**config.mk**
```make
export PLATFORM = sky130hd
export DESIGN_NAME = fir_param_stream
export DESIGN_NICKNAME = d
export VERILOG_FILES = /design/src/rtl/fir_param_stream.sv
export SDC_FILE = /design/constraint.sdc
export NUM_CORES = 2
export LEC_CHECK = 0
export BUFFER_PORTS_ARGS = -buffer_cell sky130_fd_sc_hd__buf_4
export CORE_MARGIN = 1.5
export CORE_UTILIZATION = 47
export CTS_BUF_LIST = sky130_fd_sc_hd__clkbuf_8 sky130_fd_sc_hd__clkbuf_16
export DETAILED_ROUTE_END_ITERATION = 7
export GPL_TIMING_DRIVEN = 0
export PLACE_DENSITY_LB_ADDON = 0.08
export SLEW_MARGIN = 30
export SYNTH_ARGS = -nofsm -noshare
export SYNTH_HDL_FRONTEND = slang
export SYNTH_SLANG_ARGS = --single-unit
export TNS_END_PERCENT = 30
```
**constraint.sdc**
```tcl
create_clock -name clk -period 14.15 [get_ports clk]
set_input_delay 2.1225 -clock clk [delete_from_list [all_inputs] [get_ports clk]]
set_output_delay 2.1225 -clock clk [all_outputs]
set_load 0.03 [all_outputs]
```
**src/rtl/fir_param_stream.sv**
```systemverilog
// Pipelined signed direct-form FIR with run-time programmable coefficients,
// valid handshaking, round-half-up scaling, output saturation and a synchronous flush.
module fir_param_stream #(
  parameter int DATA_W = 8,
  parameter int COEF_W = 8,
  parameter int TAPS   = 8,
  parameter int OUT_W  = 8,
  parameter int SHIFT  = 6
) (
  input  logic                      clk,
  input  logic                      rst_n,
  input  logic                      in_valid,
  input  logic signed [DATA_W-1:0]  in_data,
  input  logic                      flush,
  input  logic                      coef_we,
  input  logic [$clog2(TAPS)-1:0]   coef_addr,
  input  logic signed [COEF_W-1:0]  coef_data,
  output logic                      out_valid,
  output logic signed [OUT_W-1:0]   out_data,
  output logic                      sat_flag
);

  localparam int ADDR_W = $clog2(TAPS);
  localparam int PROD_W = DATA_W + COEF_W;
  // One guard bit above the nominal sum width keeps the rounding add from overflowing.
  localparam int ACC_W  = PROD_W + $clog2(TAPS) + 1;
  localparam int R_W    = ACC_W - SHIFT;

  localparam logic signed [ACC_W-1:0] HALF  = ACC_W'(1) << (SHIFT - 1);
  localparam logic signed [R_W-1:0]   MAX_R = R_W'((1 << (OUT_W - 1)) - 1);
  localparam logic signed [R_W-1:0]   MIN_R = ~MAX_R;

  logic signed [DATA_W-1:0] d_q    [TAPS];
  logic signed [DATA_W-1:0] d_d    [TAPS];
  logic signed [COEF_W-1:0] coef_q [TAPS];
  logic signed [COEF_W-1:0] coef_d [TAPS];
  logic signed [PROD_W-1:0] p_q    [TAPS];
  logic signed [PROD_W-1:0] p_d    [TAPS];

  logic                     v1_q, v1_d;
  logic                     v2_q, v2_d;
  logic                     out_valid_q, out_valid_d;
  logic signed [OUT_W-1:0]  out_data_q, out_data_d;
  logic                     sat_q, sat_d;

  logic signed [ACC_W-1:0]  acc;
  logic signed [ACC_W-1:0]  acc_rnd;
  logic signed [R_W-1:0]    r;
  logic signed [OUT_W-1:0]  r_sat;
  logic                     r_clip;

  always_comb begin
    d_d = d_q;
    if (flush) begin
      for (int i = 0; i < TAPS; i++) d_d[i] = '0;
    end else if (in_valid) begin
      d_d[0] = in_data;
      for (int i = 1; i < TAPS; i++) d_d[i] = d_q[i-1];
    end
  end

  // Out-of-range addresses match no tap, so such writes are silently dropped.
  always_comb begin
    coef_d = coef_q;
    if (coef_we) begin
      for (int i = 0; i < TAPS; i++) begin
        if (coef_addr == ADDR_W'(i)) coef_d[i] = coef_data;
      end
    end
  end

  always_comb begin
    p_d = p_q;
    if (flush) begin
      for (int i = 0; i < TAPS; i++) p_d[i] = '0;
    end else if (v1_q) begin
      for (int i = 0; i < TAPS; i++) p_d[i] = PROD_W'(d_q[i]) * PROD_W'(coef_q[i]);
    end
  end

  always_comb begin
    acc = '0;
    for (int i = 0; i < TAPS; i++) acc = acc + ACC_W'(p_q[i]);
    acc_rnd = acc + HALF;
    r       = R_W'(acc_rnd >>> SHIFT);
    if (r > MAX_R) begin
      r_sat  = MAX_R[OUT_W-1:0];
      r_clip = 1'b1;
    end else if (r < MIN_R) begin
      r_sat  = MIN_R[OUT_W-1:0];
      r_clip = 1'b1;
    end else begin
      r_sat  = r[OUT_W-1:0];
      r_clip = 1'b0;
    end
  end

  // Flush kills in-flight valids but leaves the last published result in place.
  always_comb begin
    v1_d        = in_valid & ~flush;
    v2_d        = v1_q & ~flush;
    out_valid_d = v2_q & ~flush;
    out_data_d  = out_data_q;
    sat_d       = sat_q;
    if (v2_q && !flush) begin
      out_data_d = r_sat;
      sat_d      = r_clip;
    end
  end

  always_ff @(posedge clk or negedge rst_n) begin
    if (!rst_n) begin
      for (int i = 0; i < TAPS; i++) begin
        d_q[i]    <= '0;
        p_q[i]    <= '0;
        coef_q[i] <= (i == 0) ? COEF_W'(1 << SHIFT) : '0;
      end
      v1_q        <= 1'b0;
      v2_q        <= 1'b0;
      out_valid_q <= 1'b0;
      out_data_q  <= '0;
      sat_q       <= 1'b0;
    end else begin
      d_q         <= d_d;
      p_q         <= p_d;
      coef_q      <= coef_d;
      v1_q        <= v1_d;
      v2_q        <= v2_d;
      out_valid_q <= out_valid_d;
      out_data_q  <= out_data_d;
      sat_q       <= sat_d;
    end
  end

  assign out_valid = out_valid_q;
  assign out_data  = out_data_q;
  assign sat_flag  = sat_q;

endmodule

```
=== After elaboration in Yosys (flattened, before gate mapping) ===
Cells that the tools add are included.

* Bits in registers: 268
* Input bits: 24
* Word-level logic and storage cells: 79
* Output and inout bits: 10

* Add/subtract/negate cells: 8
* Order comparisons: 2
* Reduce and logical (&&, ||, !) cells: 13
* Bitwise gates (word level): 4
* Equality and inequality tests: 7
* $mul: 8
* Muxes and demuxes: 8

{| class="wikitable"
|+ Operator list
! operator !! count
|-
| 128-bit two-way mux || 2
|-
| 8-bit by 8-bit multiplier with 16-bit output || 8
|-
| 64-bit two-way mux || 2
|-
| 20-bit by 16-bit adder with 20-bit output || 3
|-
| 19-bit by 16-bit adder with 20-bit output || 1
|-
| 20-bit by 7-bit adder with 20-bit output (second input constant) || 1
|-
| 18-bit by 16-bit adder with 19-bit output || 1
|-
| 17-bit by 16-bit adder with 18-bit output || 1
|-
| 16-bit by 16-bit adder with 17-bit output || 1
|-
| 8-bit two-way mux || 2
|-
| 2-bit AND reduction || 8
|-
| 14-bit by 8-bit greater-than comparator with 1-bit output (second input constant) || 1
|-
| 14-bit by 8-bit less-than comparator with 1-bit output (second input constant) || 1
|-
| 3-bit == test (second input constant) || 4
|-
| 3-bit by 2-bit == test with 1-bit output (second input constant) || 2
|-
| 2-bit nonzero test || 2
|-
| 1-bit AND || 3
|-
| 3-bit by 1-bit == test with 1-bit output (second input constant) || 1
|-
| 3-bit logical NOT || 1
|-
| 1-bit two-way mux || 2
|-
| 1-bit logical AND || 1
|-
| 1-bit logical NOT || 1
|-
| 1-bit inverter || 1
|}

=== Logic depth before layout (Yosys ltp) ===
* Depth in word-level cells: 11
* Gate-level depth with buffers: 19
* Depth with buffers taken out: 18

=== Worst setup path after synthesis ===
Ideal clock, no wire load.

* Kind: register to register
* From: reg p_q[60] in the netlist's numbering
* To: reg out_data_q[1] (netlist: out_data[1])
* Arrival: 4,880 ps
* Cell stages (with the launch flop): 18
* Path buffers: 2
* Required time: 14,008 ps
* Slack: 9,128 ps
* Setup time: 142 ps
* Clock period less this slack: 5,022 ps
* Cells stage by stage: dfrtp_1 > fa_1 > inv_1 > fa_1 > fa_1 > fa_1 > inv_1 > ha_1 > buf_2 > and4_1 > clkbuf_1 > and3_1 > and3_1 > or3_1 > a211oi_1 > o2111ai_1 > o311ai_0 > o211ai_1

* Cells in the longest elaborated chain, start to end: 8
* Elaborated cells between the ends (all ways): 9
* Those cells by class: 5 x add/sub; 2 x order compare; 2 x mux

{| class="wikitable"
|+ RTL lines
! element !! RTL line !! source
|-
| from (decl) || 37 || <nowiki>logic signed [PROD_W-1:0] p_q [TAPS];</nowiki>
|-
| from (signal assigned) || 125 || <nowiki>p_q <= p_d;</nowiki>
|-
| 19-bit by 16-bit adder with 20-bit output * || 83 || <nowiki>for (int i = 0; i < TAPS; i++) acc = acc + ACC_W'(p_q[i]);</nowiki>
|-
| 20-bit by 16-bit adder with 20-bit output * (3 in a row) || 83 ||
|-
| 20-bit by 7-bit adder with 20-bit output * || 84 || <nowiki>acc_rnd = acc + HALF;</nowiki>
|-
| 14-bit by 8-bit less-than comparator with 1-bit output || 89 || <nowiki>end else if (r < MIN_R) begin</nowiki>
|-
| 8-bit two-way mux || 89 ||
|-
| 8-bit two-way mux * || 86 || <nowiki>if (r > MAX_R) begin</nowiki>
|-
| to (signal assigned) || 130 || <nowiki>out_data_q <= out_data_d;</nowiki>
|-
| to (decl) || 43 || <nowiki>logic signed [OUT_W-1:0] out_data_q, out_data_d;</nowiki>
|}

Every way passes the cells marked *; elsewhere a longest branch is shown, timed or not.
A chain may end at the register's enable or synchronous reset.

=== Worst setup path in the final report ===
Ends and elaborated chain as after synthesis.

==> implementation parameters <==
Parameter                              Value

Status
  Outcome    finished clean

Clock tree
  Deepest level of the CTS H-tree    2
  Clock-pin slew on the worst setup and hold paths    60 ps
  Clk sink count    between 200 and 300
  Clock network latency to the later pin of the worst-skew pair    580 ps
  Cts repair resizes    0
  TritonCTS Buffers    38
  Number of buffers inserted for hold repair after clock tree synthesis    0
  CTS tree    done
  Max Root-Sink Buffers    3
  Cell at the root of the clock tree    sky130_fd_sc_hd__clkbuf_16
  Number of setup buffers added after CTS    0

Timing
  Unrepaired setup endpoints after global routing    no
  Maximum clock frequency    0.174 GHz
  Final Cycle Share    40.5%
  Final count of negative-setup-slack endpoints    0
  Number of endpoints with negative hold slack in the final report    0
  Final period demand of the worst path    5740 ps
  Setup skew after layout    35.5 ps
  Final number of max-transition violations    0
  Total negative slack    0 ps
  Remaining max-slew budget at the tightest pin    around a third
  Slew @ Worst Pin    1020 ps

Routing
  Total length of routed wires    90.7 mm
  Final ANT Viol Nets    0
  Count of vias placed by the detailed router    23500
  Routed length per placed instance    20.3 um
  Count of TritonRoute iterations in the first routing pass    5
  First DRT Iteration DRCs    1426
  Average via count per standard cell    5.24
  Total DRC errors in the routed layout    0

Floorplanning
  Total die area    73500 um2
  Floorplan row count    slightly below 100
  Die X    271 um
  Number of placed I/O pins    34
  Initial Util    47.3%
  Die Span Y    approximately 270 um
  Area inside the core boundary    71400 um2

Global route
  First-pass GRT wire length    146 mm
  Vias in the first global route    25400
  Initial antenna violation count    4
  GRT met1 Usage    a little over a third
  Global routing's busiest layer    met2
  All-Layer GR Usage    between 20% and 30%
  Met2 global-route usage    42.5%
  Maximum number of pins on one net before global-route repair    63
  Total grt overflow    0
  Global routing usage on met3    3.28%

Power
  Ratio of total power to cell area    103 nW/um2
  Leakage Power    17.7 nW
  Worst IR Drop VDD    roughly 0.1 mV

Worst setup path
  Endpoint arrival time on the critical path    6150 ps
  Critical path data required time    14560 ps
  Maximum fanout along the worst path    8
  Kind of critical path    reg -> reg
  Startpoint type of the worst setup path    flop
  Kind of capture point of the worst setup path    flop

Logic synthesis
  Flip-flop and latch count after synthesis    268
  Netlist Area Pre-Place    ~34000 um2
  Syn Area/Cell    between 9 and 10 um2
  EDFF count, synth    0
  Library cells used by synthesis    69
  Top FF cell, synth    sky130_fd_sc_hd__dfrtp_1
  Nets in the synthesized netlist    4252
  Number of instances in the synthesized netlist    roughly 3400
  Syn. warnings    0
  Post-synthesis sequential area ratio    19.9%
  Post-synthesis async set-or-reset flop share    100%

Final layout
  Final core occ    51.2%
  Net total in the final layout    4328
  Area delta synth->final    8.17%
  Final cell count without fillers    approximately 4500
  Layout cells sized above 1    5.19%
  Inserted Diodes    0

Place
  HPWL after DPL    71.9 mm
  Weighted congestion reported at the end of routability-driven placement    0.867
  Cell Count Post-Placement    4410
  Buffers on Ports    28

Hold path
  Hold/Removal Path Class    reg -> reg

Flow run
  Number of violations of the max-capacitance limit    0
==> critical path, stage by stage (launching register included) <==
cell	delay [ps]
sky130_fd_sc_hd__dfrtp_1	420
sky130_fd_sc_hd__fa_1	630
sky130_fd_sc_hd__inv_1	90
sky130_fd_sc_hd__fa_1	560
sky130_fd_sc_hd__fa_1	430
sky130_fd_sc_hd__fa_1	500
sky130_fd_sc_hd__inv_1	50
sky130_fd_sc_hd__ha_1	260
sky130_fd_sc_hd__buf_2	170
sky130_fd_sc_hd__and4_1	190
sky130_fd_sc_hd__clkbuf_1	190
sky130_fd_sc_hd__and3_1	230
sky130_fd_sc_hd__and3_1	200
sky130_fd_sc_hd__or3_1	400
sky130_fd_sc_hd__a211oi_1	250
sky130_fd_sc_hd__o2111ai_1	390
sky130_fd_sc_hd__o311ai_0	470
sky130_fd_sc_hd__o211ai_1	140
==> synthesized netlist by cell type (6+ instances only) <==
master	instances	area, um2
sky130_fd_sc_hd__a211o_1	20	175
sky130_fd_sc_hd__a211oi_1	18	135
sky130_fd_sc_hd__a21o_1	29	218
sky130_fd_sc_hd__a21oi_1	69	345
sky130_fd_sc_hd__a41oi_1	12	105
sky130_fd_sc_hd__and2_1	296	1850
sky130_fd_sc_hd__and3_1	9	56.3
sky130_fd_sc_hd__and4b_1	8	80.1
sky130_fd_sc_hd__buf_1	10	37.5
sky130_fd_sc_hd__clkbuf_1	118	443
sky130_fd_sc_hd__dfrtp_1	267	6680
sky130_fd_sc_hd__fa_1	538	10800
sky130_fd_sc_hd__ha_1	265	3320
sky130_fd_sc_hd__inv_1	745	2800
sky130_fd_sc_hd__mux2_2	65	732
sky130_fd_sc_hd__mux2i_1	141	1410
sky130_fd_sc_hd__nand2_1	203	762
sky130_fd_sc_hd__nand2b_1	79	494
sky130_fd_sc_hd__nand3_1	22	110
sky130_fd_sc_hd__nand4_1	6	37.5
sky130_fd_sc_hd__nor2_1	178	668
sky130_fd_sc_hd__nor3_1	24	120
sky130_fd_sc_hd__nor3b_1	7	52.6
sky130_fd_sc_hd__nor4b_1	15	131
sky130_fd_sc_hd__o211ai_1	10	75.1
sky130_fd_sc_hd__o21ai_0	34	170
sky130_fd_sc_hd__o21bai_1	21	158
sky130_fd_sc_hd__o22ai_1	6	37.5
sky130_fd_sc_hd__o311ai_0	6	52.6
sky130_fd_sc_hd__or3_1	6	37.5
sky130_fd_sc_hd__xnor2_1	92	806
sky130_fd_sc_hd__xor2_1	29	254
==> cell families after synthesis <==
family	after synthesis	share of synthesized area, %
and+or+nand+nor	884	13.8
xor gates and xnor gates	121	3.14
DFF	268	19.9
buffers and inverters	875	9.73
adders and majority gates	803	41.7
AOI/OAI and AO/OA	268	5.42
muxes	206	6.34
==> metal layers <==
metal  vias up  part of all wire (%)  routed length, um
li1      10700                     -                  -
met1     12200                    46              41600
met2       437                    47              43000
met3       111                   4.2               3810
met4         0                   2.6               2320
met5         -                     0                  0
==> flip-flops by register name, summed over array words and instances, names as in the netlist <==
name       flops
out_valid      1
p_q          128
coef_q        64
v2_q           1
sat_flag       1
d_q           64
out_data       8
v1_q           1
==> metrics by stage <==
| step | worst slack, ps | power, mW | instance area (um2) | hold slack, ps |
|---|---|---|---|---|
| after CTS | 8460 | 3.81 | 36500 | 500 |
| after floorplan | 9130 | 2.27 | 33800 | 454 |
| after detailed placement | 8500 | 2.85 | 35300 | 487 |
| after global routing | 8060 | 4.08 | 36500 | 518 |
| final | 8410 | 3.78 | 36500 | 495 |
| after global placement | 8460 | 2.79 | 35200 | 477 |
==> area by class of cell <==
class	count	area (um2)
fill	6763	34800
multi-input combinational	2282	23800
inverter	746	2800
sequential	268	6710
buffer	129	490
timing repair buffer	36	362
clock inverter	26	194
clock buffer	40	990
tap	950	1190
==> report_power, final <==
| group | switching (mW) | internal (mW) |
|---|---|---|
| clock network | 0.392 | 0.542 |
| logic | 1.12 | 0.742 |
| registers | 0.126 | 0.852 |
==> final timing paths <==
path	from	to	slack [ps]	depth (start not counted)
max reg2reg	p_q[60]	out_data[1]	8410	17
min reg2reg	out_data[5]	out_data[5]	490	2
min	out_data[5]	out_data[5]	490	2
max in group asynchronous	rst_n	coef_q[30]	11370	4
min in group asynchronous	rst_n	coef_q[61]	1460	1
max	p_q[60]	out_data[1]	8410	17
==> placed cells by master, fill, tap and decap left out, drive strengths merged, types with 79 or more instances in the layout <==
| cell type | Yosys | routed |
|---|---|---|
| ha | 265 | 265 |
| dfrtp | 267 | 267 |
| fa | 538 | 538 |
| nand2 | 203 | 203 |
| and2 | 296 | 296 |
| clkbuf | 118 | 158 |
| nand2b | 79 | 79 |
| mux2i | 141 | 141 |
| nor2 | 178 | 178 |
| xnor2 | 92 | 92 |
| inv | 745 | 755 |
(Power assumes the default switching activity.)
